===== src/rtl/max_result_serializer_if.sv =====
// Output beat stream of the result serializer: valid/ready handshake with end-of-result marker.
interface max_result_serializer_if #(
    parameter int unsigned OUT_WIDTH = 8
) ();
    logic [OUT_WIDTH-1:0] out_data;
    logic                 out_valid;
    logic                 out_ready;
    logic                 out_last;

    modport master (output out_data, output out_valid, output out_last, input  out_ready);
    modport slave  (input  out_data, input  out_valid, input  out_last, output out_ready);
endinterface


===== src/rtl/max_result_serializer.sv =====
// Snapshots the final best-cell result on done and drains it LSB-first as OUT_WIDTH beats,
// so the max registers can be cleared for the next alignment while the old result streams out.
module max_result_serializer #(
    parameter int unsigned SCORE_WIDTH    = 16,
    parameter int unsigned ROW_BITS_WIDTH = 8,
    parameter int unsigned COL_BITS_WIDTH = 8,
    parameter int unsigned OUT_WIDTH      = 8
) (
    input  logic                      clk,
    input  logic                      rst_n,
    input  logic                      start,
    input  logic                      done,
    input  logic [SCORE_WIDTH-1:0]    max_score,
    input  logic [ROW_BITS_WIDTH-1:0] max_row,
    input  logic [COL_BITS_WIDTH-1:0] max_col,
    max_result_serializer_if.master   bus,
    output logic                      busy,
    output logic                      result_sent,
    output logic                      overrun
);

    localparam int unsigned TOTAL_W   = SCORE_WIDTH + ROW_BITS_WIDTH + COL_BITS_WIDTH;
    localparam int unsigned NUM_BEATS = (TOTAL_W + OUT_WIDTH - 1) / OUT_WIDTH;
    localparam int unsigned SNAP_W    = NUM_BEATS * OUT_WIDTH;
    localparam int unsigned CNT_W     = (NUM_BEATS > 1) ? $clog2(NUM_BEATS) : 1;
    localparam logic [CNT_W-1:0] LAST_BEAT = CNT_W'(NUM_BEATS - 1);

    typedef enum logic {
        IDLE = 1'b0,
        SEND = 1'b1
    } state_t;

    state_t               state, state_d;
    logic [SNAP_W-1:0]    snapshot, snapshot_d;
    logic [CNT_W-1:0]     beat_cnt, beat_cnt_d;
    logic [OUT_WIDTH-1:0] data_q, data_d;
    logic                 valid_q, valid_d;
    logic                 last_q, last_d;
    logic                 sent_q, sent_d;
    logic                 overrun_q, overrun_d;
    logic                 handshake_c;
    logic                 last_hs_c;

    assign bus.out_data  = data_q;
    assign bus.out_valid = valid_q;
    assign bus.out_last  = last_q;
    assign busy          = valid_q;
    assign result_sent   = sent_q;
    assign overrun       = overrun_q;

    assign handshake_c = valid_q && bus.out_ready;
    assign last_hs_c   = handshake_c && (beat_cnt == LAST_BEAT);

    // State and registered outputs
    always_ff @(posedge clk or negedge rst_n) begin
        if (!rst_n) begin
            state     <= IDLE;
            snapshot  <= '0;
            beat_cnt  <= '0;
            data_q    <= '0;
            valid_q   <= 1'b0;
            last_q    <= 1'b0;
            sent_q    <= 1'b0;
            overrun_q <= 1'b0;
        end else begin
            state     <= state_d;
            snapshot  <= snapshot_d;
            beat_cnt  <= beat_cnt_d;
            data_q    <= data_d;
            valid_q   <= valid_d;
            last_q    <= last_d;
            sent_q    <= sent_d;
            overrun_q <= overrun_d;
        end
    end

    // Next state; outputs are precomputed from the next snapshot/count so they register cleanly
    always_comb begin
        state_d    = state;
        snapshot_d = snapshot;
        beat_cnt_d = beat_cnt;
        sent_d     = 1'b0;
        overrun_d  = overrun_q;
        data_d     = '0;
        valid_d    = 1'b0;
        last_d     = 1'b0;

        if (start) begin
            overrun_d = 1'b0;
        end

        unique case (state)
            IDLE: begin
                if (done) begin
                    snapshot_d = SNAP_W'({max_score, max_row, max_col});
                    beat_cnt_d = '0;
                    state_d    = SEND;
                end
            end
            SEND: begin
                if (last_hs_c) begin
                    sent_d     = 1'b1;
                    beat_cnt_d = '0;
                    if (done) begin
                        snapshot_d = SNAP_W'({max_score, max_row, max_col});
                    end else begin
                        state_d = IDLE;
                    end
                end else begin
                    if (handshake_c) begin
                        beat_cnt_d = beat_cnt + CNT_W'(1);
                    end
                    // A result still in flight wins; the new one is dropped and flagged
                    if (done) begin
                        overrun_d = 1'b1;
                    end
                end
            end
            default: state_d = IDLE;
        endcase

        if (state_d == SEND) begin
            valid_d = 1'b1;
            data_d  = OUT_WIDTH'(snapshot_d >> (32'(beat_cnt_d) * OUT_WIDTH));
            last_d  = (beat_cnt_d == LAST_BEAT);
        end
    end

endmodule

===== src/flat_wrapper.sv =====
// flat-port wrapper written by rule: the top's interface ports become plain ports
module max_result_serializer_flat 
#(
    parameter int unsigned SCORE_WIDTH    = 16,
    parameter int unsigned ROW_BITS_WIDTH = 8,
    parameter int unsigned COL_BITS_WIDTH = 8,
    parameter int unsigned OUT_WIDTH      = 8
)
  (clk, rst_n, start, done, max_score, max_row, max_col, busy, result_sent, overrun, bus_out_data, bus_out_valid, bus_out_last, bus_out_ready);
  max_result_serializer_if #(.OUT_WIDTH(OUT_WIDTH)) bus_i ();
  input  logic clk;
  input  logic rst_n;
  input  logic start;
  input  logic done;
  input  logic [SCORE_WIDTH-1:0] max_score;
  input  logic [ROW_BITS_WIDTH-1:0] max_row;
  input  logic [COL_BITS_WIDTH-1:0] max_col;
  output logic busy;
  output logic result_sent;
  output logic overrun;
  output wire logic [$bits(bus_i.out_data)-1:0] bus_out_data;
  output wire logic [$bits(bus_i.out_valid)-1:0] bus_out_valid;
  output wire logic [$bits(bus_i.out_last)-1:0] bus_out_last;
  input wire logic [$bits(bus_i.out_ready)-1:0] bus_out_ready;
  assign bus_out_data = bus_i.out_data;
  assign bus_out_valid = bus_i.out_valid;
  assign bus_out_last = bus_i.out_last;
  assign bus_i.out_ready = bus_out_ready;
  max_result_serializer #(.SCORE_WIDTH(SCORE_WIDTH), .ROW_BITS_WIDTH(ROW_BITS_WIDTH), .COL_BITS_WIDTH(COL_BITS_WIDTH), .OUT_WIDTH(OUT_WIDTH)) u_core (.clk(clk), .rst_n(rst_n), .start(start), .done(done), .max_score(max_score), .max_row(max_row), .max_col(max_col), .bus(bus_i), .busy(busy), .result_sent(result_sent), .overrun(overrun));
endmodule

===== config.mk =====
export PLATFORM = sky130hd
export DESIGN_NAME = max_result_serializer_flat
export DESIGN_NICKNAME = d
export VERILOG_FILES = /design/src/rtl/max_result_serializer_if.sv /design/src/rtl/max_result_serializer.sv /design/src/flat_wrapper.sv
export SDC_FILE = /design/constraint.sdc
export NUM_CORES = 1
export LEC_CHECK = 0
export CORE_MARGIN = 10
export CORE_UTILIZATION = 46
export DETAILED_ROUTE_END_ITERATION = 7
export GPL_ROUTABILITY_DRIVEN = 0
export PLACE_DENSITY = 0.78
export SLEW_MARGIN = 5
export SYNTH_ARGS = -nofsm -noshare
export SYNTH_HDL_FRONTEND = slang
export SYNTH_SLANG_ARGS = --single-unit

===== constraint.sdc =====
create_clock -name clk -period 3.25 [get_ports clk]
set_input_delay 0.4875 -clock clk [delete_from_list [all_inputs] [get_ports clk]]
set_output_delay 0.4875 -clock clk [all_outputs]
set_load 0.05 [all_outputs]

-- Word-level counts from Yosys, hierarchy flattened
Index checks and enable logic that the tools add are counted.
- equal/unequal tests: 2
- mux-type cells: 19
- shifts and indexed selects: 1
- bitwise logic cells: 1
- reductions and logical operators: 2
- add/sub/neg operators: 1
- operators with widths (operator ; number):
    $mux 32 ; 2
    $pmux 32 s2 ; 1
    $shr 32x5->8 ; 1
    $mux 1 ; 10
    $mux 8 ; 1
    $mux 2 ; 3
    $eq 2x2->1 const B ; 2
    $pmux 2 s2 ; 1
    $add 2x1->2 const B ; 1
    $logic_and 1x1->1 ; 2
    $pmux 1 s2 ; 1
    $not 1->1 ; 1
- input bits: 37
- output and inout port bits: 13
- logic and storage cells: 34
- flip-flop bits (word level): 47

-- Logic depth before layout (Yosys ltp)
- depth in word-level cells: 6
- depth in mapped cells: 7
- gate-level depth less buffers: 6

-- Worst setup path after synthesis
No wires, ideal clock.
- kind: reg-to-reg
- start: register u_core.state
- end: register u_core.data_q[1] (netlist: u_core.bus.out_data[1])
- setup slack: 1.309 ns
- library setup time: 0.132 ns
- stages on the path, launching flop included: 7
- path buffers: 2
- arrival: 1.810 ns
- path through: dfrtp_1 a21bo_2 and2_4 buf_6 buf_2 a221oi_1 o21ai_1
- longest elaborated chain between the ends: 4
- ends and longest elaborated chain (what ; line ; text):
    from (decl) ; max_result_serializer.sv:33 ; state_t state, state_d;
    from (signal assigned) ; max_result_serializer.sv:66 ; state <= state_d;
    $not 1->1 ; max_result_serializer.sv:92 ; unique case (state)
    $pmux 32 s2 or $pmux 2 s2 (tied branches) ; max_result_serializer.sv:92 ;
    $shr 32x5->8 ; max_result_serializer.sv:124 ; data_d = OUT_WIDTH'(snapshot_d >> (32'(beat_cnt_d) * OUT_WIDTH));
    $mux 8 * ; max_result_serializer.sv:122 ; if (state_d == SEND) begin
    net u_core.data_d[1] ; max_result_serializer.sv:36 ; logic [OUT_WIDTH-1:0] data_q, data_d;
    to (signal assigned) ; max_result_serializer.sv:69 ; data_q <= data_d;
    to (decl) ; max_result_serializer.sv:36 ;
The timed path passes the listed nets; every way through them passes the cells marked *.

-- Worst setup path in the final report
- start: input bus_out_ready
- end: register u_core.data_q[6] (netlist: u_core.bus.out_data[6])
- longest elaborated chain between the ends: 6
- ends and longest elaborated chain (what ; line ; text):
    from (decl) ; flat_wrapper.sv:24 ; input wire logic [$bits(bus_i.out_ready)-1:0] bus_out_ready;
    $logic_and 1x1->1 ; max_result_serializer.sv:51 ; assign handshake_c = valid_q && bus.out_ready;
    $logic_and 1x1->1 ; max_result_serializer.sv:52 ; assign last_hs_c = handshake_c && (beat_cnt == LAST_BEAT);
    $mux 32 ; max_result_serializer.sv:101 ; if (last_hs_c) begin
    $pmux 32 s2 ; max_result_serializer.sv:92 ;
    net u_core.snapshot_d[30] ; max_result_serializer.sv:34 ; logic [SNAP_W-1:0] snapshot, snapshot_d;
    $shr 32x5->8 ; max_result_serializer.sv:124 ;
    $mux 8 ; max_result_serializer.sv:122 ;
    net u_core.data_d[6] ; max_result_serializer.sv:36 ;
The timed path passes the listed nets, and every way through them passes these cells.

==> metrics.md <==
| Metric | Value |
|---|---|
| Status | `finished clean` |
| Total GRT Usage | `12.75%` |
| Worst vdd ir | `0.3118 mV` |
| # diodes | `0` |
| Hold crit path type | `primary input to asynchronous set/reset pin` |
| Pre-Repair DR Iteration Count | `4` |
| FF/Latch Area | `1151 um^2` |
| Setup TNS | `0 ps` |
| #FFs+latches synth | `46` |
| Post-synth top flop | `dfrtp_1` |
| First-pass GRT wire length | `7.845 mm` |
| Tmin final | `2258 ps` |
| Setup violators final | `0` |
| Net Sw Power | `roughly 0.96 mW` |
| Static leakage | `between 1 and 1.5 nW` |
| Ports | `50` |
| Core area | `4354 um^2` |
| Worst Setup Start Kind | `primary input` |
| DRC viols | `0` |
| Later-pin clock latency in the skew report | `300 ps` |
| Final wirelength | `4.594 mm` |
| Sw Ratio | `between 30% and 40%` |
| Final HPWL DP | `3.194 mm` |
| Internal Power | `approximately 1.6 mW` |
| Syn Inst Count | `about 190` |
| Die ar. | `7613 um^2` |
| CTS H-Tree Depth | `2` |
| Mean routed wirelength per cell | `16.01 um` |
| IO buf count | `between 40 and 50` |
| Layout Nets | `272` |
| CTS tree | `yes` |
| CTS buffer count | `5` |
| Fill count | `~350` |
| Async SR Flop Fraction | `between 90% and 100%` |
| Crit path max fanout | `48` |
| Worst reg-to-reg path cell count | `6` |
| Part of the cycle the worst path needs | `69.47%` |
| Clock tree root driver cell | `clkbuf_8` |
| Synth Net Count | `224` |
| Routed Antenna Nets | `0` |
| Synth warnings | `0` |
| Initial Utilization | `between 40% and 50%` |
| Final hold violations | `0` |
| CTS max path bufs | `2` |
| Arrival time worst endpoint | `~2400 ps` |
| Hold buffers post-CTS | `0` |
| Clk pin slew, worst setup/hold paths | `80 ps` |
| Initial antenna violation count | `0` |
| CTS resizes | `0` |
| F_max | `approximately 440 MHz` |
| Sequential share of power | `36.7%` |
| Slew Limit Fails | `0` |
| Mapped cell area | `2081 um^2` |
| Share of layout cells above drive strength 1 | `around an eighth` |
| Worst rel slew slack | `between 30% and 40%` |
| Area growth from synthesis to layout | `29.28%` |
| Vias | `1480` |
| Clk pwr share | `16.9%` |
| WS Path Type | `primary input to register` |
| Vias in the first global route | `1552` |
| GR Overflow Total | `0` |
| Register area share after synthesis | `55.32%` |
| Total power | `between 2 and 3 mW` |
| Die Wd | `87.26 um` |
| Worst Setup End Kind | `register` |
| Post-CTS setup buffer count | `0` |
| RSZ-0062 raised after global routing | `false` |
| Largest net degree at the start of global routing | `49` |
| # rows | `24` |
| PwrDens | `roughly 940 nW/um^2` |
| CP Data Required Time | `between 3000 and 4000 ps` |
| Cell variety after synth | `27` |
| Post-synth EDFFs | `0` |
| Average cell area after synthesis | `approximately 11 um^2` |
| Clock skew | `4.367 ps` |
| Max_cap viols | `0` |
| Hold WS | `345.6 ps` |
| Actual slew at the worst max-slew pin | `979.1 ps` |
| Comb pwr share | `a little under half` |
| Via density | `5.157` |
| Chip Height | `roughly 87 um` |
| Iteration-0 DRC Markers | `116` |
| Area used by multi-input combinational logic | `827.0 um^2` |
| Clock sink total | `46` |
-- layer usage --
layer | up-vias | share of wire (%) | track usage, %
li1 | 730 | - | -
met1 | 702 | 45 | 16.55
met2 | 41 | 46 | 19.38
met3 | 7 | 7.5 | 4.213
met4 | 0 | 1.3 | 4.348
met5 | - | 0 | 0
-- kinds of logic (layout without fill, tap and decap cells) --
| family | Yosys count | after routing | share of synthesized area (%) |
|---|---|---|---|
| adders and majority gates | 1 | 1 | 0.6012 |
| DFF | 46 | 46 | 55.32 |
| AOI/OAI and AO/OA | 31 | 31 | 9.380 |
| muxes | 24 | 24 | 15.21 |
| buffers and inverters | 20 | 69 | 4.930 |
| and+or+nand+nor | 64 | 64 | 14.55 |
-- cell usage in the layout (no fill, tap or decap), types with 2 or more instances in the layout --
cell type,instances
mux2_4,15
nor4b_1,8
nor3b_1,2
o21ai_0,9
o21ai_1,9
a221oi_1,8
inv_1,11
clkdlybuf4s50_1,48
nor2_1,10
mux2i_1,8
nand2_1,39
clkbuf_8,5
o22ai_1,2
dfrtp_1,46
-- worst max-delay path, stage by stage --
cell             delay [ps]
clkdlybuf4s50_1         580
a21bo_2                 200
and2_4                  530
mux2_2                  410
mux2i_1                 140
o21ai_1                  70
-- synth_stat cells (2+ instances only) --
cell / count / area share [%]
dfrtp_1: 46 / 55
nand2_1: 39 / 7.0
mux2_4: 15 / 11
inv_1: 11 / 2.0
nor2_1: 10 / 1.8
o21ai_0: 9 / 2.2
o21ai_1: 9 / 2.2
a221oi_1: 8 / 3.4
mux2i_1: 8 / 3.8
nor4b_1: 8 / 3.4
buf_4: 3 / 1.1
buf_6: 2 / 1.1
clkbuf_1: 2 / 0.36
nor3b_1: 2 / 0.72
o22ai_1: 2 / 0.60
-- power by group through the flow --
stage	registers (mW)	logic (mW)	clock network (mW)
finish	0.929	1.18	0.427
global route	0.956	1.30	0.457
CTS	0.929	1.18	0.435
detailed placement	0.943	1.17	0
global placement	0.930	1.15	0
floorplan	1.11	0.683	0
-- path summary, 6_finish.rpt --
path / slack (ps) / to / from
min in group clk: 480 / u_core.snapshot[2]$_DFF_PN0_ / u_core.snapshot[2]$_DFF_PN0_
worst max register to register: 1090 / u_core.bus.out_data[6]$_DFF_PN0_ / u_core.beat_cnt[0]$_DFF_PN0_
max in group asynchronous: 2300 / u_core.beat_cnt[1]$_DFF_PN0_ / rst_n
worst min register to register: 480 / u_core.snapshot[2]$_DFF_PN0_ / u_core.snapshot[2]$_DFF_PN0_
worst min-delay path: 350 / u_core.bus.out_data[4]$_DFF_PN0_ / rst_n
worst max-delay path: 990 / u_core.bus.out_data[6]$_DFF_PN0_ / bus_out_ready
-- registers in the layout, summed over array words and instances, names as in the netlist --
signal / count
u_core.overrun: 1
u_core.bus.out_data: 8
u_core.result_sent: 1
u_core.beat_cnt: 2
u_core.bus.out_last: 1
u_core.snapshot: 32
u_core.state: 1
-- stage by stage --
stage	instance area (um^2)	utilization, %	instances	setup WS, ps
after floorplan	2081	-	186	1309
after global placement	2577	59.20	279	716.7
after detailed placement	2577	59.20	279	667.7
after CTS	2690	61.78	287	982.4
after global routing	2690	61.78	287	854.3
final	2690	61.78	287	992.1
-- cell type report --
class                      instances  area share (%)
multi-input combinational        120           30.74
clock buffer                       5           2.558
tap                               52           2.419
inverter                          11           1.535
clock inverter                     3           1.628
sequential                        46           42.79
timing repair buffer              50           18.33
No activity file was read; power rests on OpenSTA's default activity.
